[src/rtl/logic_unit_pipe_pkg.sv]
// rtl/logic_unit_pipe_pkg.sv - shared opcode encoding for the logic unit and its front end
package logic_unit_pipe_pkg;

    typedef logic [2:0] logic_op_t;

    localparam logic_op_t OP_AND   = 3'd0;
    localparam logic_op_t OP_OR    = 3'd1;
    localparam logic_op_t OP_XOR   = 3'd2;
    localparam logic_op_t OP_NOTA  = 3'd3;
    localparam logic_op_t OP_NAND  = 3'd4;
    localparam logic_op_t OP_NOR   = 3'd5;
    localparam logic_op_t OP_XNOR  = 3'd6;
    localparam logic_op_t OP_PASSB = 3'd7;

endpackage

[src/rtl/logic_alu_comb.sv]
// rtl/logic_alu_comb.sv - combinational bitwise ALU with zero/ones/parity flags
module logic_alu_comb
    import logic_unit_pipe_pkg::*;
#(
    parameter int WIDTH = 8
) (
    input  logic [WIDTH-1:0] i_a,
    input  logic [WIDTH-1:0] i_b,
    input  logic_op_t        i_op,
    output logic [WIDTH-1:0] o_res,
    output logic             o_zero,
    output logic             o_ones,
    output logic             o_par
);

    always_comb begin
        o_res = i_b;
        case (i_op)
            OP_AND:   o_res = i_a & i_b;
            OP_OR:    o_res = i_a | i_b;
            OP_XOR:   o_res = i_a ^ i_b;
            OP_NOTA:  o_res = ~i_a;
            OP_NAND:  o_res = ~(i_a & i_b);
            OP_NOR:   o_res = ~(i_a | i_b);
            OP_XNOR:  o_res = ~(i_a ^ i_b);
            OP_PASSB: o_res = i_b;
            default:  o_res = i_b;
        endcase
    end

    assign o_zero = (o_res == '0);
    assign o_ones = &o_res;
    assign o_par  = ^o_res;

endmodule

[src/rtl/logic_unit_pipe.sv]
// rtl/logic_unit_pipe.sv - two-stage handshaked logic unit with chaining accumulator and op counter
module logic_unit_pipe
    import logic_unit_pipe_pkg::*;
#(
    parameter int WIDTH = 8,
    parameter int CNT_W = 8
) (
    input  logic             clk,
    input  logic             rst_n,
    input  logic             in_valid,
    output logic             in_ready,
    input  logic [WIDTH-1:0] in_a,
    input  logic [WIDTH-1:0] in_b,
    input  logic_op_t        in_op,
    input  logic             in_sel_acc,
    input  logic             acc_clr,
    output logic             out_valid,
    input  logic             out_ready,
    output logic [WIDTH-1:0] out_res,
    output logic             out_zero,
    output logic             out_ones,
    output logic             out_par,
    output logic [CNT_W-1:0] op_count
);

    logic             r_s1_valid;
    logic [WIDTH-1:0] r_s1_a;
    logic [WIDTH-1:0] r_s1_b;
    logic_op_t        r_s1_op;
    logic             r_s1_sel_acc;

    logic             r_s2_valid;
    logic [WIDTH-1:0] r_s2_res;
    logic             r_s2_zero;
    logic             r_s2_ones;
    logic             r_s2_par;

    logic [WIDTH-1:0] r_acc;
    logic [CNT_W-1:0] r_op_count;

    logic             w_s1_load;
    logic             w_s2_load;
    logic             w_complete;
    logic [WIDTH-1:0] w_opa;
    logic [WIDTH-1:0] w_res;
    logic             w_zero;
    logic             w_ones;
    logic             w_par;

    assign w_s2_load  = r_s1_valid && (!r_s2_valid || out_ready);
    assign in_ready   = !r_s1_valid || w_s2_load;
    assign w_s1_load  = in_valid && in_ready;
    assign w_complete = r_s2_valid && out_ready;
    assign w_opa      = r_s1_sel_acc ? r_acc : r_s1_a;

    logic_alu_comb #(.WIDTH(WIDTH)) u_alu (
        .i_a    (w_opa),
        .i_b    (r_s1_b),
        .i_op   (r_s1_op),
        .o_res  (w_res),
        .o_zero (w_zero),
        .o_ones (w_ones),
        .o_par  (w_par)
    );

    always_ff @(posedge clk) begin
        if (!rst_n) begin
            r_s1_valid   <= 1'b0;
            r_s1_a       <= '0;
            r_s1_b       <= '0;
            r_s1_op      <= OP_AND;
            r_s1_sel_acc <= 1'b0;
        end else if (w_s1_load) begin
            r_s1_valid   <= 1'b1;
            r_s1_a       <= in_a;
            r_s1_b       <= in_b;
            r_s1_op      <= in_op;
            r_s1_sel_acc <= in_sel_acc;
        end else if (w_s2_load) begin
            r_s1_valid   <= 1'b0;
        end
    end

    // Flag reset values describe an all-zero result so the outputs stay self-consistent.
    always_ff @(posedge clk) begin
        if (!rst_n) begin
            r_s2_valid <= 1'b0;
            r_s2_res   <= '0;
            r_s2_zero  <= 1'b1;
            r_s2_ones  <= 1'b0;
            r_s2_par   <= 1'b0;
        end else if (w_s2_load) begin
            r_s2_valid <= 1'b1;
            r_s2_res   <= w_res;
            r_s2_zero  <= w_zero;
            r_s2_ones  <= w_ones;
            r_s2_par   <= w_par;
        end else if (out_ready) begin
            r_s2_valid <= 1'b0;
        end
    end

    // A clear wins over the chaining update; the beat computed this cycle still saw the old value.
    always_ff @(posedge clk) begin
        if (!rst_n) begin
            r_acc <= '0;
        end else if (acc_clr) begin
            r_acc <= '0;
        end else if (w_s2_load) begin
            r_acc <= w_res;
        end
    end

    always_ff @(posedge clk) begin
        if (!rst_n) begin
            r_op_count <= '0;
        end else if (w_complete && (r_op_count != {CNT_W{1'b1}})) begin
            r_op_count <= r_op_count + CNT_W'(1);
        end
    end

    assign out_valid = r_s2_valid;
    assign out_res   = r_s2_res;
    assign out_zero  = r_s2_zero;
    assign out_ones  = r_s2_ones;
    assign out_par   = r_s2_par;
    assign op_count  = r_op_count;

endmodule

[config.mk]
export PLATFORM = sky130hd
export DESIGN_NAME = logic_unit_pipe
export DESIGN_NICKNAME = d
export VERILOG_FILES = /design/src/rtl/logic_unit_pipe_pkg.sv /design/src/rtl/logic_alu_comb.sv /design/src/rtl/logic_unit_pipe.sv
export SDC_FILE = /design/constraint.sdc
export NUM_CORES = 1
export LEC_CHECK = 0
export CORE_MARGIN = 10
export CORE_UTILIZATION = 30
export CTS_BUF_LIST = sky130_fd_sc_hd__clkbuf_4 sky130_fd_sc_hd__clkbuf_8
export DETAILED_ROUTE_END_ITERATION = 6
export PLACE_DENSITY = 0.46
export SYNTH_ARGS = -nofsm -noshare
export SYNTH_HDL_FRONTEND = slang
export SYNTH_SLANG_ARGS = --single-unit
[constraint.sdc]
create_clock -name clk -period 6.9 [get_ports clk]
set_clock_uncertainty 0.1 [all_clocks]
set_input_delay 0.69 -clock clk [delete_from_list [all_inputs] [get_ports clk]]
set_output_delay 0.69 -clock clk [all_outputs]
set_load 0.03 [all_outputs]
==> impl_metrics.py, run 1 <==
metrics = {
    "worst_setup_path": {
        "start_kind": "flop",
        "cp-end-kind": "flop",
        "arrival_ns": 3.32,
        "worstPathRequired_ns": 7.04,
        "critPathKind": "flop to flop",
        "path_max_fanout": 9,
    },
    "yosys": {
        "synth_edf_count": 0,
        "async_flop_share": 0,
        "syn_nets": 422,
        "ys_ff_latch": 49,
        "synth_ff_type": "dfxtp_1",
        "ys_warn_count": 0,
        "synth_cell_types": 53,
        "syn_area_sq_mm": 0.00317,
        "yosysSeqAreaShare": 0.310,
        "syn_inst": 372,
        "postSynthAreaPerCell_sq_um": 8.51,
    },
    "final_layout": {
        "drive_gt1_frac": 0.0929,
        "num-nets-final": 458,
        "diodes": 0,
        "syn2layout_area_growth_pct": 18.9,
    },
    "run": {
        "drv_cap": 0,
    },
    "timing": {
        "maxSlewViolCount": 0,
        "period_needed_ns": 3.18,
        "hold_slack_ns": 0.357,
        "tns_ns": 0,
        "worst_slack_ns": 3.72,
        "relSlewSlack": 0.449,
        "setup_viol": 0,
        "timing.final.crit_share": 0.461,
        "worst_slew_pin_slew_ns": 0.826,
        "hold_viol": 0,
        "timing.fmax_ghz": 0.314,
        "grt_setup_unrepaired": "false",
    },
    "clock_network": {
        "root_buffer": "clkbuf_8",
        "htree_num_levels": 2,
        "max-clock-path-buffers": 2,
        "cts_buffers": 5,
        "post_cts_buffers": 0,
        "ctsHoldBuffers": 0,
        "clock_latency_ns": 0.31,
        "cts.sinks": 49,
        "cts_tree": "yes",
        "cts_resized": 0,
        "path_clk_slew_ns": 0.10,
    },
    "die": {
        "die_x_um": 123,
        "rows": 37,
        "design.core.area_sq_mm": 0.0103,
        "start_util": 0.307,
        "die-area_sq_mm": 0.0151,
        "fp.dieH_um": 123,
        "io_pins": 46,
    },
    "pwr": {
        "powerDensity_mw_per_mm2": 176,
        "peakVddDrop_v": 0.0000725,
        "p_leak_nw": 1.45,
    },
    "route": {
        "drtPass1Iterations": 4,
        "avgRoutedWirePerCell_um": 16.8,
        "drt_iter0_drc": 148,
        "drt_drc_violations_left": 0,
        "drt-total-wl_mm": 9.18,
        "vias": 2704,
        "postRouteAntennaNets": 0,
        "via_per_inst": 4.96,
    },
    "min_path": {
        "hp-class": "flop to flop",
    },
    "global_routing": {
        "grt_pass1_wl_mm": 15.1,
        "grt_overflow": 0,
        "first_global_vias": 2912,
        "track_usage": 0.125,
        "antenna_found_initial": 0,
        "grt_max_degree": 38,
    },
    "placement": {
        "dp_hpwl_mm": 6.64,
        "pre_cts_slack_ns": 3.73,
        "place_congestion": 0.808,
        "portBuffers": 45,
    },
    "run_status": {
        "status": "complete, no violations",
    },
}
## registers in the layout, summed over array words and instances (netlist names), 3 cells and up
register,cells
op_count,8
out_res,8
r_acc,8
r_s1_a,8
r_s1_b,8
r_s1_op,3
## report_power, final
group / internal, mW / total, mW / switching [mW]
Sequential: 0.296 / 0.309 / 0.0134
Clock: 0.0704 / 0.177 / 0.106
Combinational: 0.0775 / 0.176 / 0.0989
Total: 0.444 / 0.663 / 0.219
## routing by layer
metal | global-route usage | wire length, um | vias up
li1 | - | - | 1382
met1 | 0.161 | 4520 | 1267
met2 | 0.205 | 4200 | 41
met3 | 0.0271 | 325 | 14
met4 | 0.0383 | 138 | 0
met5 | 0 | 0 | -
## cell type report
class                           count  area, sq um
Fill cell                        1102         6560
Multi-Input combinational cell    279         1960
Sequential cell                    49          981
Tap cell                          136          170
Clock inverter                      3         17.5
Timing Repair Buffer               49          480
Clock buffer                        5         68.8
Inverter                           24         90.1
## critical path, cell delays in order, from the launching register on
cell and delay, ns:
dfxtp_1 0.65, mux2i_1 0.40, ha_1 0.30, nand2b_1 0.17, a21o_1 0.20, a221oi_2 0.39, or2_1 0.16, ha_1 0.23
xnor2_1 0.17, xnor2_1 0.14, nor2_1 0.06, nor3_1 0.14
## synthesized netlist by cell type (7+ instances only)
| library cell | number | area share |
|---|---|---|
| a32oi_1 | 7 | 0.019 |
| inv_1 | 20 | 0.024 |
| dfxtp_1 | 49 | 0.31 |
| or2_1 | 9 | 0.018 |
| nor2_1 | 15 | 0.018 |
| mux2i_1 | 15 | 0.047 |
| a21oi_1 | 33 | 0.052 |
| nand3_1 | 14 | 0.022 |
| ha_1 | 25 | 0.099 |
| nand2_1 | 64 | 0.076 |
| o21ai_1 | 7 | 0.011 |
## layout by cell type, fill, tap and decap left out, drive strengths merged, types with 3 or more instances in the layout
master         netlist  layout
nand4                4       4
xnor2                3       3
nand3b               3       3
a21oi               34      34
dfxtp               49      49
o211ai               3       3
buf                 16       4
a32oi                7       7
mux2i               15      15
xor2                 6       6
or2                  9       9
nand3               14      14
ha                  25      25
o22a                 5       5
nor2b                3       3
or3                  5       5
nand2               64      64
o21ai               11      11
clkbuf               4       5
o31ai                8       8
mux2                 6       6
nor2                15      15
inv                 24      24
nand2b               6       6
nor4                10      10
o22ai                5       5
clkdlybuf4s50        0      45
## kinds of logic after synthesis
family / after synthesis / share of synthesized area
AOI/OAI and AO/OA: 84 / 0.187
xor gates and xnor gates: 9 / 0.0249
DFF: 49 / 0.310
adders and majority gates: 25 / 0.0988
and+or+nand+nor: 140 / 0.237
muxes: 21 / 0.0700
buffers and inverters: 44 / 0.0719
## metrics by stage
step / cell area, sq um / total power [mW] / utilization / cells
final: 3760 / 0.663 / 0.365 / 545
after global routing: 3760 / 0.703 / 0.365 / 545
after CTS: 3760 / 0.672 / 0.365 / 545
after detailed placement: 3680 / 0.493 / 0.356 / 537
after global placement: 3680 / 0.492 / 0.356 / 537
after floorplan: 3170 / 0.438 / - / 372
## worst paths after layout
path	slack (ns)	startpoint	end	cells after the start
worst max-delay path	3.72	r_s1_sel_acc$_SDFFE_PN0P_	out_par$_SDFFE_PN0P_	11
worst min-delay path	0.36	out_ones$_SDFFE_PN0P_	out_ones$_SDFFE_PN0P_	2
worst max register to register	3.72	r_s1_sel_acc$_SDFFE_PN0P_	out_par$_SDFFE_PN0P_	11
worst min register to register	0.36	out_ones$_SDFFE_PN0P_	out_ones$_SDFFE_PN0P_	2
No activity file was read; power rests on OpenSTA's default activity.
==> run 2: changes to the inputs <==
==> constraint.sdc (replaced) <==
create_clock -name clk -period 3.1 [get_ports clk]
set_clock_uncertainty 0.1 [all_clocks]
set_input_delay 0.31 -clock clk [delete_from_list [all_inputs] [get_ports clk]]
set_output_delay 0.31 -clock clk [all_outputs]
set_load 0.03 [all_outputs]
==> run 2 against run 1 <==
- final cell count is 1.8% higher
- critical endpoint unchanged
- wire length up 0.47%
- critical path depth rose by 2
==> impl_metrics.py, run 2 (synthesized netlist as in run 1, its figures left out) <==
metrics = {
    "timing": {
        "grt_setup_unrepaired": "false",
        "tns_ns": 0,
        "worst_slew_pin_slew_ns": 0.804,
        "period_needed_ns": 2.88,
        "maxSlewViolCount": 0,
        "hold_viol": 0,
        "setup_viol": 0,
        "relSlewSlack": 0.463,
        "timing.final.crit_share": 0.930,
        "hold_slack_ns": 0.358,
        "worst_slack_ns": 0.218,
        "timing.fmax_ghz": 0.347,
    },
    "route": {
        "vias": 2764,
        "drt-total-wl_mm": 9.22,
        "via_per_inst": 4.98,
        "avgRoutedWirePerCell_um": 16.6,
        "drtPass1Iterations": 4,
        "postRouteAntennaNets": 0,
        "drt_drc_violations_left": 0,
        "drt_iter0_drc": 151,
    },
    "clock_network": {
        "cts_resized": 0,
        "htree_num_levels": 2,
        "ctsHoldBuffers": 0,
        "cts.sinks": 49,
        "post_cts_buffers": 0,
        "path_clk_slew_ns": 0.10,
        "cts_buffers": 5,
        "cts_tree": "yes",
        "clock_latency_ns": 0.31,
        "root_buffer": "clkbuf_8",
        "max-clock-path-buffers": 2,
    },
    "final_layout": {
        "final_common_cell": "nand2_1",
        "diodes": 0,
        "fillCellCount": 1087,
        "num-nets-final": 468,
        "syn2layout_area_growth_pct": 22.1,
        "final_cell_mix": "64 x nand2_1, 49 x dfxtp_1, 45 x clkdlybuf4s50_1",
        "layout.cells.non_filler": 555,
        "drive_gt1_frac": 0.115,
    },
    "worst_setup_path": {
        "rrSetupSlack_ns": 0.22,
        "critPathCapture": "out_par$_SDFFE_PN0P_",
        "start_kind": "flop",
        "path_max_fanout": 3,
        "cp.depth": 13,
        "crit_family": "adder cells",
        "cp-startpoint": "r_s1_sel_acc$_SDFFE_PN0P_",
        "crit-reg2reg-launch": "r_s1_sel_acc$_SDFFE_PN0P_",
        "rr_worst_depth": 13,
        "arrival_ns": 3.02,
        "worstPathCellList": "buf_4, mux2_2, inv_1, ha_1, mux2i_1, o22a_1, a21oi_2, or2_1, ha_1, xnor2_1, xnor2_1, nor2_1, nor3_1",
        "rr_endpoint": "out_par$_SDFFE_PN0P_",
        "max_stage_delay_ns": 0.35,
        "crit_buf_inv": 2,
        "critPathKind": "flop to flop",
        "slowest_stage": "mux2_2",
        "worstPathRequired_ns": 3.23,
        "cp-end-kind": "flop",
    },
    "global_routing": {
        "grt_max_degree": 21,
        "track_usage": 0.125,
        "first_global_vias": 2827,
        "antenna_found_initial": 0,
        "grt_overflow": 0,
        "grt_pass1_wl_mm": 15.0,
    },
    "die": {
        "io_pins": 46,
        "die_x_um": 123,
        "rows": 37,
        "die-area_sq_mm": 0.0151,
        "fp.dieH_um": 123,
        "start_util": 0.307,
        "design.core.area_sq_mm": 0.0103,
    },
    "pwr": {
        "p_leak_nw": 1.52,
        "peakVddDrop_v": 0.000190,
        "powerDensity_mw_per_mm2": 393,
    },
    "placement": {
        "portBuffers": 45,
        "dp_hpwl_mm": 6.86,
        "placed_cells": 547,
        "place_congestion": 0.841,
        "pre_cts_slack_ns": 0.245,
    },
    "run": {
        "drv_cap": 0,
    },
    "min_path": {
        "hold_depth": 2,
        "hp-class": "flop to flop",
        "hp-start": "out_ones$_SDFFE_PN0P_",
    },
    "run_status": {
        "status": "complete, no violations",
    },
}
==> run 2: cell types whose count changed in the layout (fill, tap and decap cells not counted) <==
cell | previous run | this run
clkinv_4 | 0 | 1
clkbuf_8 | 5 | 6
clkinv_2 | 2 | 0
inv_6 | 0 | 1
buf_12 | 0 | 1
buf_4 | 4 | 13
clkinvlp_4 | 1 | 0
==> run 2: worst min-delay path by stage <==
stage,endpoint
floorplan,r_acc[3]$_SDFFE_PP0P_
global placement,r_acc[0]$_SDFFE_PP0P_
detailed placement,r_acc[7]$_SDFFE_PP0P_
CTS,r_acc[0]$_SDFFE_PP0P_
global route,r_acc[0]$_SDFFE_PP0P_
finish,out_ones$_SDFFE_PN0P_
==> run 2: power by group <==
group / switching [mW] / internal, mW
sequential: 0.0327 / 0.659
combinational: 0.220 / 0.184
clock: 0.238 / 0.186
==> run 2: routing by layer <==
layer | wire, um | vias up | GRT usage
met5 | 0 | - | 0
met4 | 114 | 0 | 0.0324
met3 | 433 | 9 | 0.0266
met2 | 4160 | 67 | 0.201
met1 | 4510 | 1285 | 0.167
li1 | - | 1403 | -
==> run 2: final cells by class <==
| class | instances | area, sq um | area share |
|---|---|---|---|
| tap | 136 | 170 | 0.0440 |
| clock inverter | 2 | 17.5 | 0.00453 |
| multi-input combinational | 279 | 1960 | 0.506 |
| inverter | 24 | 90.1 | 0.0233 |
| sequential | 49 | 981 | 0.254 |
| timing repair buffer | 59 | 568 | 0.147 |
| clock buffer | 6 | 82.6 | 0.0214 |
==> run 2: through the flow <==
step | utilization | power, mW | area [sq um]
2_1_floorplan | - | 0.974 | 3170
3_3_place_gp | 0.365 | 1.11 | 3770
3_5_place_dp | 0.365 | 1.11 | 3770
4_1_cts | 0.375 | 1.55 | 3870
5_1_grt | 0.375 | 1.62 | 3870
6_report | 0.375 | 1.52 | 3870
==> run 2: worst reg2reg max path, stage by stage, from the launching register on <==
cell and delay [ns]:
dfxtp_1 0.34, buf_4 0.13, mux2_2 0.36, inv_1 0.07
ha_1 0.23, mux2i_1 0.17, o22a_1 0.20, a21oi_2 0.09
or2_1 0.26, ha_1 0.32, xnor2_1 0.20, xnor2_1 0.14
nor2_1 0.06, nor3_1 0.14
